`config.mk`:
```
export PLATFORM = sky130hd
export DESIGN_NAME = life_engine
export DESIGN_NICKNAME = d
export VERILOG_FILES = /design/src/rtl/life_engine.sv
export SDC_FILE = /design/constraint.sdc
export NUM_CORES = 1
export LEC_CHECK = 0
export BUFFER_PORTS_ARGS = -buffer_cell sky130_fd_sc_hd__buf_2
export CAP_MARGIN = 5
export CORE_AREA = 2 2 221 179
export CTS_BUF_LIST = sky130_fd_sc_hd__clkbuf_8
export DETAILED_ROUTE_END_ITERATION = 8
export DIE_AREA = 0 0 223 181
export GPL_TIMING_DRIVEN = 0
export SYNTH_ARGS = -nofsm -noshare
export SYNTH_HDL_FRONTEND = slang
export SYNTH_SLANG_ARGS = --single-unit
```
`constraint.sdc`:
```
create_clock -name clk -period 9.7 [get_ports clk]
set_clock_uncertainty 0.15 [all_clocks]
set_input_delay 0.485 -clock clk [delete_from_list [all_inputs] [get_ports clk]]
set_output_delay 0.485 -clock clk [all_outputs]
set_load 0.1 [all_outputs]
```
`src/rtl/life_engine.sv`:
```
// rtl/life_engine.sv - Game-of-Life generation engine with double-buffered board
// prev holds the frozen board while curr is rewritten cell by cell from it.
module life_engine #(
  parameter int BIT_WIDTH  = 3,
  parameter int BIT_HEIGHT = 3,
  parameter int WRAP       = 0,
  parameter int GEN_W      = 16
) (
  input  logic                            clk,
  input  logic                            reset,
  input  logic                            start,
  input  logic                            run,
  input  logic [8:0]                      birth_mask,
  input  logic [8:0]                      survive_mask,
  input  logic                            wr_en,
  input  logic [BIT_WIDTH+BIT_HEIGHT-1:0] wr_addr,
  input  logic                            wr_data,
  input  logic [BIT_WIDTH+BIT_HEIGHT-1:0] rd_addr,
  output logic                            rd_data,
  output logic                            busy,
  output logic                            done,
  output logic [GEN_W-1:0]                generation,
  output logic [BIT_WIDTH+BIT_HEIGHT:0]   population,
  output logic                            extinct
);
  localparam int AW = BIT_WIDTH + BIT_HEIGHT;
  localparam int N  = 1 << AW;
  localparam int RH = BIT_HEIGHT + 1;
  localparam int RW = BIT_WIDTH + 1;

  typedef enum logic [1:0] {IDLE, COPY, COMPUTE} state_t;

  state_t              state_q;
  logic [N-1:0]        curr_q, prev_q;
  logic [AW-1:0]       i_q;
  logic [8:0]          birth_q, survive_q;
  logic [AW:0]         pop_acc_q, population_q;
  logic [GEN_W-1:0]    gen_q;
  logic                busy_q, done_q, extinct_q;

  logic [BIT_HEIGHT-1:0] row;
  logic [BIT_WIDTH-1:0]  col;
  logic [8:0]            nb_alive;
  logic [3:0]            n_count;
  logic                  cell_d;
  logic [AW:0]           pop_acc_d;

  assign row = i_q[AW-1:BIT_WIDTH];
  assign col = i_q[BIT_WIDTH-1:0];

  // Neighbour k sits at offset (k/3-1, k%3-1); the extra top bit flags an off-board row/col.
  for (genvar k = 0; k < 9; k++) begin : g_nb
    localparam int DR = k / 3 - 1;
    localparam int DC = k % 3 - 1;
    if (k == 4) begin : g_self
      assign nb_alive[k] = 1'b0;
    end else if (WRAP != 0) begin : g_wrap
      logic [BIT_HEIGHT-1:0] nr;
      logic [BIT_WIDTH-1:0]  nc;
      assign nr = row + BIT_HEIGHT'(DR);
      assign nc = col + BIT_WIDTH'(DC);
      assign nb_alive[k] = prev_q[{nr, nc}];
    end else begin : g_edge
      logic [BIT_HEIGHT:0] nr;
      logic [BIT_WIDTH:0]  nc;
      assign nr = {1'b0, row} + RH'(DR);
      assign nc = {1'b0, col} + RW'(DC);
      assign nb_alive[k] = !nr[BIT_HEIGHT] && !nc[BIT_WIDTH] &&
                           prev_q[{nr[BIT_HEIGHT-1:0], nc[BIT_WIDTH-1:0]}];
    end
  end

  always_comb begin
    n_count = '0;
    for (int k = 0; k < 9; k++) n_count = n_count + {3'b000, nb_alive[k]};
  end

  assign cell_d    = prev_q[i_q] ? survive_q[n_count] : birth_q[n_count];
  assign pop_acc_d = pop_acc_q + {{AW{1'b0}}, cell_d};

  always_ff @(posedge clk or posedge reset) begin
    if (reset) begin
      state_q      <= IDLE;
      curr_q       <= '0;
      prev_q       <= '0;
      i_q          <= '0;
      birth_q      <= '0;
      survive_q    <= '0;
      pop_acc_q    <= '0;
      population_q <= '0;
      gen_q        <= '0;
      busy_q       <= 1'b0;
      done_q       <= 1'b0;
      extinct_q    <= 1'b1;
    end else begin
      done_q <= 1'b0;
      case (state_q)
        IDLE: begin
          if (wr_en) curr_q[wr_addr] <= wr_data;
          if (start && run) begin
            birth_q   <= birth_mask;
            survive_q <= survive_mask;
            i_q       <= '0;
            pop_acc_q <= '0;
            busy_q    <= 1'b1;
            state_q   <= COPY;
          end
        end
        COPY: begin
          prev_q[i_q] <= curr_q[i_q];
          i_q         <= i_q + 1'b1;
          if (&i_q) state_q <= COMPUTE;
        end
        COMPUTE: begin
          curr_q[i_q] <= cell_d;
          pop_acc_q   <= pop_acc_d;
          i_q         <= i_q + 1'b1;
          if (&i_q) begin
            state_q      <= IDLE;
            busy_q       <= 1'b0;
            done_q       <= 1'b1;
            gen_q        <= gen_q + 1'b1;
            population_q <= pop_acc_d;
            extinct_q    <= (pop_acc_d == '0);
          end
        end
        default: state_q <= IDLE;
      endcase
    end
  end

  // While curr is being rewritten the display shows the untouched previous board.
  assign rd_data    = (state_q == COMPUTE) ? prev_q[rd_addr] : curr_q[rd_addr];
  assign busy       = busy_q;
  assign done       = done_q;
  assign generation = gen_q;
  assign population = population_q;
  assign extinct    = extinct_q;
endmodule

```
==> summary.txt <==
Run status
  – Result of the run: finished clean

Detailed routing
  – Mean number of vias per cell: 6.21
  – First-pass iteration count of the detailed router: 6
  – Antenna violation net count after detailed routing: 0
  – Routed wire length: approximately 48000 um
  – WL/cell: ~26 um
  – Drt first-iter violations: roughly 1400
  – Via count: about 12000
  – DRC violations left: 0

Logic synthesis
  – Most frequent cell after synthesis: sky130_fd_sc_hd__dfrtp_1
  – Dominant cell type by area after synthesis: sky130_fd_sc_hd__dfrtp_1
  – Number of flops mapped to enable cells by yosys: 0
  – Count of distinct cell types in the synthesized netlist: 63
  – Sequential share of the synthesized area: 0.354
  – Net count of the mapped netlist: 1336
  – Yosys warnings: 0
  – Synth cell count leaders: sky130_fd_sc_hd__dfrtp_1 (186), sky130_fd_sc_hd__nor2_1 (129), sky130_fd_sc_hd__nand2_1 (122)
  – Syn_area_per_cell: 10.3 um2
  – Post-synthesis cell area: ~13000 um2
  – Post-synthesis register bit count: roughly 190
  – Share of flip-flops with an asynchronous set or reset after synthesis: 1.00
  – Share of the synthesized area in the top cell type: 0.352
  – Cells after Synth: ~1300
  – Leading register cell type out of synthesis: sky130_fd_sc_hd__dfrtp_1
  – Cells taking the most area after synthesis: sky130_fd_sc_hd__dfrtp_1 (35%), sky130_fd_sc_hd__mux4_2 (14%), sky130_fd_sc_hd__mux2_2 (7.9%)

STA
  – Setup repair after global routing missed its margin: no
  – Share of the clock period used by the worst path after layout: 0.956
  – Achievable frequency: about 110 MHz
  – Final count of negative-setup-slack endpoints: 0
  – Relative slew slack: 0.0588
  – Slew Viols, Final: 0
  – Final Hold Violating Endpoints: 0
  – Worst Hold Margin: approximately 0.046 ns
  – Tightest Pin Transition: around 1.4 ns
  – Minimum clock period after layout: between 9 and 10 ns

Layout
  – Non-Filler Instances: between 1500 and 2000
  – Area Overhead vs Synth: 11.1%
  – Design Area, Final: 14700 um2
  – Ratio of cells with drive above 1 in the final layout: 0.241
  – Final net count: 1419
  – Total inserted antenna cells: 0

Place
  – Gpl congestion: roughly 0.98
  – Port-buffer cells: 59
  – Half-perimeter wire length after placement: roughly 35000 um
  – Placed Instances: ~1800
  – Placed inst area: ~14000 um2

Global route
  – Number of global-route vias before repair: approximately 11000
  – Global-route wire length before repair: approximately 72000 um
  – Initial antenna violation count: 0
  – Largest net degree at the start of global routing: around 100
  – Global routing met3 resource utilization: 0.0768
  – Total GRT Usage: 0.240
  – Overflow left after global routing: 0
  – Met1 capacity usage during global routing: 0.342
  – GRT met2 Usage: 0.333
  – Top Usage Layer GRT: met1

Power
  – Switching part of the total power: 0.458
  – Combinational share of power: 0.528
  – Clock network fraction of design power: 0.173
  – Total power of the final layout: about 3400 uW
  – Sequential share of power: 0.299
  – Leak Pwr: roughly 0.0056 uW
  – Pint: between 1500 and 2000 uW
  – IR Drop Worst-Case VDD: roughly 0.14 mV
  – Cell Pwr Density: ~230 nW/um2
  – Sw Pwr: ~1500 uW

Floorplan
  – Initial Util: 0.348
  – # IOs: 63
  – Site Rows: between 60 and 70
  – Total die area: between 40000 and 50000 um2
  – Die boundary width: between 200 and 250 um
  – Die Height: 181 um
  – Area inside the core boundary: 38000 um2

Critical path
  – Cells on worst reg2reg path: 32
  – Setup CP Type: reg -> reg
  – Startpoint of the worst register-to-register path: i_q[0]
  – Worst R2R Setup Slack: 0.43 ns
  – Type of element launching the critical path: register
  – Stage delay of the slowest cell on the critical path: 0.64 ns
  – Reg-to-reg endpoint: extinct
  – CP Max Fanout: 10
  – Crit end category: register
  – Required time at the worst-slack endpoint: 10.00 ns
  – Crit-path most repeated cell: sky130_fd_sc_hd__inv_1
  – Arrival time of data at the critical path endpoint: about 9.6 ns
  – Cell with the largest stage delay on the worst path: sky130_fd_sc_hd__fa_1

Clock network
  – Number of levels in the clock H-tree: 4
  – Number of clock sinks seen by CTS: about 190
  – CTS tree: built
  – Total CTS buffers: 17
  – Number of buffers between clock root and the deepest sink: 2
  – Worst-Skew Late Latency: roughly 0.52 ns
  – Clock root buffer: sky130_fd_sc_hd__clkbuf_8
  – Clock-pin slew reported for the worst setup and hold paths after clock tree synthesis: 0.10 ns

Worst hold path
  – End point of the most critical hold path: birth_q[4]
  – Depth of the worst hold-timing path: 2
  – Kind of path behind the tightest hold check: in -> reg
  – Startpoint of the lowest-slack hold path: birth_mask[4]

Job
  – Number of max-cap violations: 0
[cell type report]
type | instances | area, um2
multi-input cells | 974 | 8010
repair buffers | 65 | 385
clock inverters | 13 | 161
flip-flops and latches | 187 | 4680
well taps | 495 | 619
inverters | 23 | 93.8
clock buffers | 19 | 262
fillers | 3749 | 23300
plain buffers | 98 | 479
[sequential cells by signal, indices dropped and copies added (netlist names)]
register	cells
pop_acc_q	7
birth_q	9
generation	16
curr_q	64
population	7
done	1
state_q	2
busy	1
i_q	6
extinct	1
survive_q	9
prev_q	64
[cell families after synthesis]
group / share of synthesized area
multiplexers: 0.286
AND/OR/NAND/NOR: 0.123
adder cells (fa/ha/maj): 0.0184
buffers and inverters: 0.0430
flip-flops: 0.354
XOR/XNOR: 0.0167
AO/OA/AOI/OAI: 0.158
[worst max path at each step]
| stage | startpoint | end | slack, ns | cells after the start |
|---|---|---|---|---|
| floorplan | i_q[0] | extinct | 1.50 | 32 |
| detailed placement | i_q[0] | extinct | -0.12 | 32 |
| global route | i_q[0] | extinct | 0.01 | 32 |
| CTS | i_q[0] | extinct | 0.15 | 32 |
| global placement | i_q[0] | extinct | -0.07 | 32 |
| finish | i_q[0] | extinct | 0.43 | 32 |
[repair_timing]
item / CTS / global route
hold endpoints to repair: 84 / 0
gates cloned: 0 / 0
buffers inserted: 0 / 2
endpoints found under the setup margin: 3 / 4
resized for setup: 2 / 4
pin swaps: 0 / 0
hold buffers: 1 / 0
[power by group through the flow]
stage	clock (uW)	sequential (uW)	combinational (uW)
2_1_floorplan	0	955	1180
3_3_place_gp	0	1010	1640
3_5_place_dp	0	1010	1660
4_1_cts	595	995	1670
5_1_grt	624	1010	1860
6_report	581	1000	1770
[layer usage]
layer / vias up / share of wire
met5: - / 0
met4: 0 / 0.038
met3: 118 / 0.12
met2: 677 / 0.41
met1: 5814 / 0.44
li1: 5037 / -
[placed cells by master (no fill, tap or decap), drive strengths merged, types with 3 or more instances in the layout]
cell	instances
and2	8
nand2b	3
inv	29
mux2	94
o31ai	21
nor2b	8
clkbuf	79
o22ai	61
ha	13
nor3	20
a211oi	4
or3	11
dfrtp	186
mux2i	70
nand4	8
buf	102
xnor2	12
a22oi	61
a31oi	5
fa	4
a221oi	3
mux4	88
bufinv	3
nand3	32
clkinv	4
o21ai	97
nand2	122
xor2	11
o221ai	15
nor2	130
and3	10
a32o	4
nand3b	3
nor4	3
a21oi	33
[worst max-delay path, delay by kind of cell (launching register included)]
| kind | cells | cell delay (ns) |
|---|---|---|
| multiplexers | 7 | 2.31 |
| XOR/XNOR | 1 | 0.24 |
| AO/OA/AOI/OAI | 1 | 0.33 |
| AND/OR/NAND/NOR | 4 | 0.63 |
| flip-flops | 1 | 0.48 |
| buffers and inverters | 11 | 1.98 |
| adder cells (fa/ha/maj) | 8 | 3.06 |
[metrics by stage]
step           setup TNS, ns  setup WS, ns   util
5_1_grt                    0        0.0124  0.386
6_report                   0         0.426  0.386
2_1_floorplan              0          1.50      -
3_5_place_dp          -0.206        -0.123  0.373
4_1_cts                    0         0.152  0.385
3_3_place_gp         -0.0667       -0.0667  0.372
Power figures use the tool's default switching activity.
